===== src/rtl/oob_pkg.sv =====
// Shared types and default timing for the SATA OOB (COMINIT/COMRESET/COMWAKE) detector.
package oob_pkg;

  localparam int CNT_W = 10;

  localparam int DEF_BURST_MIN    = 100;
  localparam int DEF_BURST_MAX    = 220;
  localparam int DEF_WAKE_GAP_MIN = 100;
  localparam int DEF_WAKE_GAP_MAX = 220;
  localparam int DEF_INIT_GAP_MIN = 400;
  localparam int DEF_INIT_GAP_MAX = 560;
  localparam int DEF_N_BURSTS     = 4;

  typedef enum logic [1:0] {
    S_IDLE,
    S_BURST,
    S_GAP,
    S_LONG
  } state_t;

  typedef enum logic [1:0] {
    NONE,
    WAKE,
    INIT,
    BAD
  } gap_t;

  function automatic logic in_window(input logic [CNT_W-1:0] v,
                                     input logic [CNT_W-1:0] lo,
                                     input logic [CNT_W-1:0] hi);
    return (v >= lo) && (v <= hi);
  endfunction

endpackage


===== src/rtl/oob_sat_counter.sv =====
// Load/increment counter that sticks at all-ones instead of wrapping.
module oob_sat_counter #(
  parameter int W = 10
) (
  input  logic         clk,
  input  logic         rst,
  input  logic         load,
  input  logic         inc,
  input  logic [W-1:0] load_val,
  output logic [W-1:0] count
);

  function automatic logic [W-1:0] sat_inc(input logic [W-1:0] v);
    return (v == {W{1'b1}}) ? v : v + W'(1);
  endfunction

  always_ff @(posedge clk) begin
    if (rst)       count <= '0;
    else if (load) count <= load_val;
    else if (inc)  count <= sat_inc(count);
  end

endmodule


===== src/rtl/oob_detect.sv =====
// SATA OOB burst/gap sequence detector. Define OOB_ERRCNT_EN to add the o_err_cnt error counter.
module oob_detect
  import oob_pkg::*;
#(
  parameter int BURST_MIN    = DEF_BURST_MIN,
  parameter int BURST_MAX    = DEF_BURST_MAX,
  parameter int WAKE_GAP_MIN = DEF_WAKE_GAP_MIN,
  parameter int WAKE_GAP_MAX = DEF_WAKE_GAP_MAX,
  parameter int INIT_GAP_MIN = DEF_INIT_GAP_MIN,
  parameter int INIT_GAP_MAX = DEF_INIT_GAP_MAX,
  parameter int N_BURSTS     = DEF_N_BURSTS
) (
  input  logic       i_clk,
  input  logic       i_rst,
  input  logic       i_rx_idle,
  output logic       o_cominit_det,
  output logic       o_comwake_det,
`ifdef OOB_ERRCNT_EN
  output logic [7:0] o_err_cnt,
`endif
  output logic       o_busy
);

  localparam logic [CNT_W-1:0] BMIN  = CNT_W'(BURST_MIN);
  localparam logic [CNT_W-1:0] BMAX  = CNT_W'(BURST_MAX);
  localparam logic [CNT_W-1:0] WGMIN = CNT_W'(WAKE_GAP_MIN);
  localparam logic [CNT_W-1:0] WGMAX = CNT_W'(WAKE_GAP_MAX);
  localparam logic [CNT_W-1:0] IGMIN = CNT_W'(INIT_GAP_MIN);
  localparam logic [CNT_W-1:0] IGMAX = CNT_W'(INIT_GAP_MAX);
  localparam logic [7:0]       NB    = 8'(N_BURSTS);

  state_t           state;
  gap_t             seq_type;
  gap_t             cur_gap;
  gap_t             gap_class;
  logic [7:0]       seq_cnt;
  logic [CNT_W-1:0] burst_cnt;
  logic [CNT_W-1:0] gap_cnt;
  logic             burst_ok;
  logic             burst_load, burst_inc, gap_load, gap_inc;
  logic             cominit_det, comwake_det;

  function automatic gap_t classify(input logic [CNT_W-1:0] len);
    if (in_window(len, WGMIN, WGMAX)) return WAKE;
    if (in_window(len, IGMIN, IGMAX)) return INIT;
    return BAD;
  endfunction

  assign gap_class  = classify(gap_cnt);
  assign burst_ok   = in_window(burst_cnt, BMIN, BMAX);
  assign burst_load = ((state == S_IDLE) || (state == S_GAP)) && !i_rx_idle;
  assign burst_inc  = ((state == S_BURST) || (state == S_LONG)) && !i_rx_idle;
  assign gap_load   = ((state == S_BURST) || (state == S_LONG)) && i_rx_idle;
  assign gap_inc    = (state == S_GAP) && i_rx_idle;

  oob_sat_counter #(.W(CNT_W)) u_burst_cnt (
    .clk(i_clk), .rst(i_rst), .load(burst_load), .inc(burst_inc),
    .load_val(CNT_W'(1)), .count(burst_cnt)
  );

  oob_sat_counter #(.W(CNT_W)) u_gap_cnt (
    .clk(i_clk), .rst(i_rst), .load(gap_load), .inc(gap_inc),
    .load_val(CNT_W'(1)), .count(gap_cnt)
  );

  // cur_gap holds the class of the gap that preceded the burst in progress
  always_ff @(posedge i_clk) begin
    if (i_rst) begin
      state       <= S_IDLE;
      seq_cnt     <= '0;
      seq_type    <= NONE;
      cur_gap     <= NONE;
      cominit_det <= 1'b0;
      comwake_det <= 1'b0;
    end else begin
      cominit_det <= 1'b0;
      comwake_det <= 1'b0;
      case (state)
        S_IDLE: begin
          if (!i_rx_idle) begin
            state   <= S_BURST;
            cur_gap <= NONE;
          end
        end
        S_BURST: begin
          if (i_rx_idle) begin
            state <= S_GAP;
            if (!burst_ok) begin
              seq_cnt <= '0;
            end else if (seq_cnt == 8'd0) begin
              seq_cnt  <= 8'd1;
              seq_type <= NONE;
            end else if ((seq_type == NONE) || (seq_type == cur_gap)) begin
              if (seq_cnt + 8'd1 == NB) begin
                seq_cnt     <= '0;
                cominit_det <= (cur_gap == INIT);
                comwake_det <= (cur_gap == WAKE);
              end else begin
                seq_cnt  <= seq_cnt + 8'd1;
                seq_type <= cur_gap;
              end
            end else begin
              seq_cnt  <= 8'd1;
              seq_type <= cur_gap;
            end
          end else if (burst_cnt == BMAX) begin
            state   <= S_LONG;
            seq_cnt <= '0;
          end
        end
        S_LONG: begin
          if (i_rx_idle) begin
            state   <= S_GAP;
            seq_cnt <= '0;
          end
        end
        S_GAP: begin
          if (!i_rx_idle) begin
            state   <= S_BURST;
            cur_gap <= gap_class;
            if (gap_class == BAD) seq_cnt <= '0;
          end else if (gap_cnt == IGMAX) begin
            state   <= S_IDLE;
            seq_cnt <= '0;
          end
        end
        default: state <= S_IDLE;
      endcase
    end
  end

  assign o_cominit_det = cominit_det;
  assign o_comwake_det = comwake_det;
  assign o_busy        = (state != S_IDLE);

`ifdef OOB_ERRCNT_EN
  logic       err_inc;
  logic [7:0] err_cnt;

  assign err_inc = ((state == S_BURST) && i_rx_idle && !burst_ok) ||
                   ((state == S_BURST) && !i_rx_idle && (burst_cnt == BMAX)) ||
                   ((state == S_GAP) && !i_rx_idle && (gap_class == BAD));

  always_ff @(posedge i_clk) begin
    if (i_rst)                           err_cnt <= '0;
    else if (err_inc && err_cnt != 8'hFF) err_cnt <= err_cnt + 8'd1;
  end

  assign o_err_cnt = err_cnt;
`endif

endmodule


===== config.mk =====
export PLATFORM = sky130hd
export DESIGN_NAME = oob_detect
export DESIGN_NICKNAME = d
export VERILOG_FILES = /design/src/rtl/oob_pkg.sv /design/src/rtl/oob_sat_counter.sv /design/src/rtl/oob_detect.sv
export SDC_FILE = /design/constraint.sdc
export NUM_CORES = 1
export LEC_CHECK = 0
export BUFFER_PORTS_ARGS = -buffer_cell sky130_fd_sc_hd__buf_4
export CORE_MARGIN = 2
export CORE_UTILIZATION = 30
export DETAILED_ROUTE_END_ITERATION = 10
export GPL_TIMING_DRIVEN = 1
export PLACE_DENSITY = 0.44
export SYNTH_ARGS = -nofsm -noshare
export SYNTH_HDL_FRONTEND = slang
export SYNTH_SLANG_ARGS = --single-unit

===== constraint.sdc =====
create_clock -name i_clk -period 3.3 [get_ports i_clk]
set_input_delay 0.825 -clock i_clk [delete_from_list [all_inputs] [get_ports i_clk]]
set_output_delay 0.825 -clock i_clk [all_outputs]
set_load 0.01 [all_outputs]

## After elaboration in Yosys (flattened, before gate mapping)

Index checks and enable logic that the tools add are counted.

| operators by class | value |
|---|---|
| bitwise operators | 7 |
| muxes and demuxes | 37 |
| $add $sub $neg | 3 |
| magnitude comparators | 6 |
| equality and inequality tests | 21 |
| reduce and logical (&&, ||, !) cells | 30 |

Operators with widths:

| operator | count |
|---|---|
| 2-to-1 mux 8 bit | 10 |
| == test 10 bit (second input constant) | 3 |
| 2-to-1 mux 2 bit | 15 |
| one-hot mux 8 bit (3 select lines) | 1 |
| adder 10 x 1 -> 10 bit (second input constant) | 2 |
| >= comparator 10 x 7 -> 1 bit (second input constant) | 2 |
| <= comparator 10 x 8 -> 1 bit (second input constant) | 2 |
| == test 10 x 8 -> 1 bit (second input constant) | 1 |
| >= comparator 10 x 9 -> 1 bit (second input constant) | 1 |
| <= comparator 10 bit (second input constant) | 1 |
| != test 2 bit (second input constant) | 5 |
| 2-to-1 mux 1 bit | 9 |
| != test 3 x 2 -> 1 bit (second input constant) | 3 |
| adder 8 x 1 -> 8 bit (second input constant) | 1 |
| == test 2 bit (second input constant) | 4 |
| == test 8 x 3 -> 1 bit (second input constant) | 1 |
| zero test 8 bit | 1 |
| one-hot mux 2 bit (4 select lines) | 1 |
| AND reduction 2 bit | 4 |
| AND reduction 4 bit | 2 |
| nonzero test 2 bit | 4 |
| logical AND 1 bit | 7 |
| inverter 1 bit | 7 |
| OR reduction 7 bit | 1 |
| 11 further kinds | 16 |

| storage, ports and cells | value |
|---|---|
| register bits after elaboration | 36 |
| output and inout bits | 3 |

## Depth between registers and ports, before layout

| depth | value |
|---|---|
| word-level depth | 10 |
| depth in mapped cells | 8 |

## Cells and area by module

Synthesis repeated with hierarchy kept, for this count alone.

| unflattened totals | value |
|---|---|
| cell total of the unflattened synthesis | 305 |
| area total of the unflattened synthesis | 2,533.7 sq um |

Modules (own cells, without submodules):

| module | sequential area each (sq um) | area an instance (sq um) | cells an instance | instances |
|---|---|---|---|---|
| oob_sat_counter | 200.2 | 685.7 | 85 | 2 |
| oob_detect | 320.3 | 1,162.4 | 135 | 1 |

## Worst setup path before layout

OpenSTA, ideal clock, no wires.

| path | value |
|---|---|
| kind | input-to-reg |
| start point | input port i_rx_idle |
| end point | register seq_type[0] |
| arrival time | 2.542 ns |
| slack | 0.688 ns |
| buffers on the path | 1 |
| stages on the path | 7 |
| cell sequence | buf_2 inv_1 or4_1 a31o_1 a311o_1 or3b_1 a21oi_1 |

| on the way | value |
|---|---|
| cells in the longest elaborated chain, start to end | 1 |

RTL lines:

| element | RTL line | RTL |
|---|---|---|
| start, declared | oob_detect.sv:15 | `input logic i_rx_idle,` |
| AND reduction 4 bit (no line) | - |  |
| end signal, assigned | oob_detect.sv:100 | `seq_type <= cur_gap;` |
| end signal, assigned | oob_detect.sv:104 | `seq_type <= cur_gap;` |
| end, declared | oob_detect.sv:33 | `gap_t seq_type;` |

No other way between the ends.
A chain may end at the register's enable or synchronous reset.

## Final worst setup path

| path | value |
|---|---|
| start point | input port i_rx_idle |
| end point | register seq_cnt[2] |

| on the way | value |
|---|---|
| cells in the longest elaborated chain, start to end | 2 |
| elaborated cells on any way between the ends | 8 |

RTL lines:

| element | RTL line | RTL |
|---|---|---|
| != test 3 x 2 -> 1 bit (no line) (tied with other cells) | - |  |
| AND reduction 5 bit (no line) / one-hot mux 8 bit (3 select lines) (equally long branches) | - |  |
| end signal, assigned | oob_detect.sv:99 | `seq_cnt <= seq_cnt + 8'd1;` |
| end, declared | oob_detect.sv:36 | `logic [7:0] seq_cnt;` |

Several ways; a longest one is shown, not always the timed one.

==> impl_metrics.py <==
metrics = {
    "run_status": {
        "status": "complete, no violations",
    },
    "sta": {
        "period_share_pct": 73.0,
        "hold_viol_final": 0,
        "max_freq_mhz": 415,
        "fin_tns_setup_ns": 0,
        "setup_viol": 0,
        "grt_setup_unrepaired": "no",
        "fin_crit_ns": 2.41,
        "slew_headroom_pct": 52.8,
        "slew_violations": 0,
        "worst_pin_slew_ns": 0.704,
        "finClkSkew_ns": 0.00465,
    },
    "synth": {
        "synth-edff-count": 0,
        "async_flop_share_pct": 0,
        "synth.net_count": 247,
        "yosysSeqAreaShare_pct": 37.1,
        "ys_ff_latch": 36,
        "avgSynthCellArea_um2": 8.17,
        "synthCells": 238,
        "ys_warn_count": 0,
        "synth_cell_type_count": 52,
        "synthFlopType": "dfxtp_1",
        "synth_area_um2": 1940,
    },
    "cts": {
        "postCtsSetupBuffers": 0,
        "cts-htree-levels": 2,
        "numCtsBuffers": 5,
        "clkTransAtPathRegs_ns": 0.07,
        "cts.sink_count": 36,
        "cts_resized": 0,
        "cts_tree": "built",
        "clockRootBuffer": "clkbuf_8",
        "clk_latency_ns": 0.29,
        "hold_buffers": 0,
        "cts.path.max_buffers": 2,
    },
    "power_and_ir_drop": {
        "vdd_ir_drop_max_mv": 0.147,
        "p_total_mw": 0.807,
        "p_per_area_nw_per_um2": 377,
        "leakagePower_nw": 0.768,
    },
    "grt": {
        "grt_max_degree": 17,
        "grt_pass1_wl_um": 7780,
        "grt_overflow": 0,
        "grt_use_total_pct": 13.4,
        "antenna_found_initial": 0,
        "grt_pass1_vias": 1676,
    },
    "route": {
        "wire_per_inst_um": 13.5,
        "vias_per_cell": 5.19,
        "wl_met2_um": 2070,
        "wl_met1_um": 2160,
        "met3WireLength_um": 74,
        "dr.pass1.iters": 4,
        "top_layer_used": "met4",
        "ant_nets": 0,
        "drt_iter0_drc": 64,
        "vias": 1666,
        "finalWirelength_um": 4330,
        "route.detailed.drc": 0,
    },
    "final_layout": {
        "num_antenna_cells": 0,
        "final_nets": 252,
        "multi_input_area_um2": 1140,
        "fill_cells": 685,
        "post-route-util_pct": 33.9,
        "seq_area_um2": 721,
        "area_growth_pct": 10.2,
        "final_cell_mix": "dfxtp_1, nor2_1, nand2_1, a21oi_1, o21ai_0",
        "final_common_cell": "dfxtp_1",
        "drive_gt1_share_pct": 7.38,
        "fin_cells": 321,
    },
    "die": {
        "rows": 29,
        "die_x_um": 84.5,
        "die_y_um": 84.5,
        "ios": 6,
        "start_util_pct": 30.8,
        "die-area_um2": 7140,
        "core-area_um2": 6310,
    },
    "placed_design": {
        "port_buffers": 5,
        "dp_hpwl_um": 3150,
        "gp_congestion": 0.734,
        "dpl.cell_count": 313,
    },
    "critical_path": {
        "worst_ep_arrival_time_ns": 2.64,
        "crit_fanout": 9,
        "end_kind": "register",
        "critPathKind": "input pin to register",
        "cp.required_ns": 3.53,
        "startpoint_type": "input pin",
    },
    "hold_path": {
        "holdCritPathClass": "register to register",
    },
    "run": {
        "max_cap_violations": 0,
    },
}
## where the power goes
group	switching [mW]	leakage (nW)	internal, mW
Clock	0.158	0.0510	0.167
Sequential	0.00562	0.291	0.438
Combinational	0.0255	0.426	0.0141
## critical path, stage by stage
cell and delay, ns:
buf_4 0.14, inv_1 0.06, or4_1 0.49, a31o_1 0.22
nand3b_1 0.32, nor2_1 0.41, a32o_1 0.18
## cell type report
type                       count  area share [%]
clock buffer                   6            3.86
tap                           77            4.50
multi-input combinational    181            53.3
clock inverter                 2           0.467
sequential                    36            33.6
timing repair buffer           5            1.75
inverter                      14            2.45
## worst paths after layout
kind	start	end	slack, ns	cells after the start
setup / recovery	i_rx_idle	seq_cnt[2]	0.89	7
hold / removal	cur_gap[0]	o_comwake_det	0.46	2
setup reg to reg	u_burst_cnt.count[0]	seq_type[0]	0.94	8
hold reg to reg	cur_gap[0]	o_comwake_det	0.46	2
## Yosys cell counts (2+ instances only)
cell type | instances | area share (%)
a31oi_1 | 2 | 0.64
or2_1 | 2 | 0.64
or3b_1 | 2 | 0.90
or3_1 | 8 | 2.6
a31o_1 | 2 | 0.90
nor4_1 | 4 | 1.3
nand3b_1 | 3 | 1.2
nor3_1 | 5 | 1.3
nand2_1 | 22 | 4.2
or4_1 | 3 | 1.2
nor3b_1 | 4 | 1.5
a32o_1 | 6 | 3.1
nand3_1 | 5 | 1.3
a21oi_1 | 16 | 4.1
inv_1 | 14 | 2.7
dfxtp_1 | 36 | 37
o21ai_0 | 15 | 3.9
xor2_1 | 7 | 3.2
nand4_1 | 6 | 1.9
nor2_1 | 23 | 4.4
ha_1 | 6 | 3.9
xnor2_1 | 5 | 2.3
clkbuf_1 | 5 | 0.97
buf_2 | 2 | 0.51
and3_1 | 8 | 2.6
## stage by stage
step           hold WS, ns  worst slack, ns  cell area, um^2
2_1_floorplan        0.425            0.688             1940
3_3_place_gp         0.456            0.584             2050
3_5_place_dp         0.451            0.591             2050
4_1_cts              0.467            0.872             2140
5_1_grt              0.506            0.743             2140
6_report             0.464            0.891             2140
## routing by layer
metal	track usage, %	vias to the layer above
li1	-	872
met2	21.5	9
met4	4.76	0
met5	0	-
met1	17.5	781
met3	3.24	4
## sequential cells by signal, summed over array words and instances (netlist names)
| name | flops |
|---|---|
| state | 2 |
| seq_type | 2 |
| cur_gap | 2 |
| u_burst_cnt.count | 10 |
| seq_cnt | 8 |
| u_gap_cnt.count | 10 |
| o_comwake_det | 1 |
| o_cominit_det | 1 |
## kinds of logic after synthesis
kind of cell	share of synthesized area, %
buffers and inverters	4.18
AOI/OAI and AO/OA	19.0
muxes	0.515
and+or+nand+nor	29.9
xor gates and xnor gates	5.41
DFF	37.1
adders and majority gates	3.86
Power figures use the tool's default switching activity.
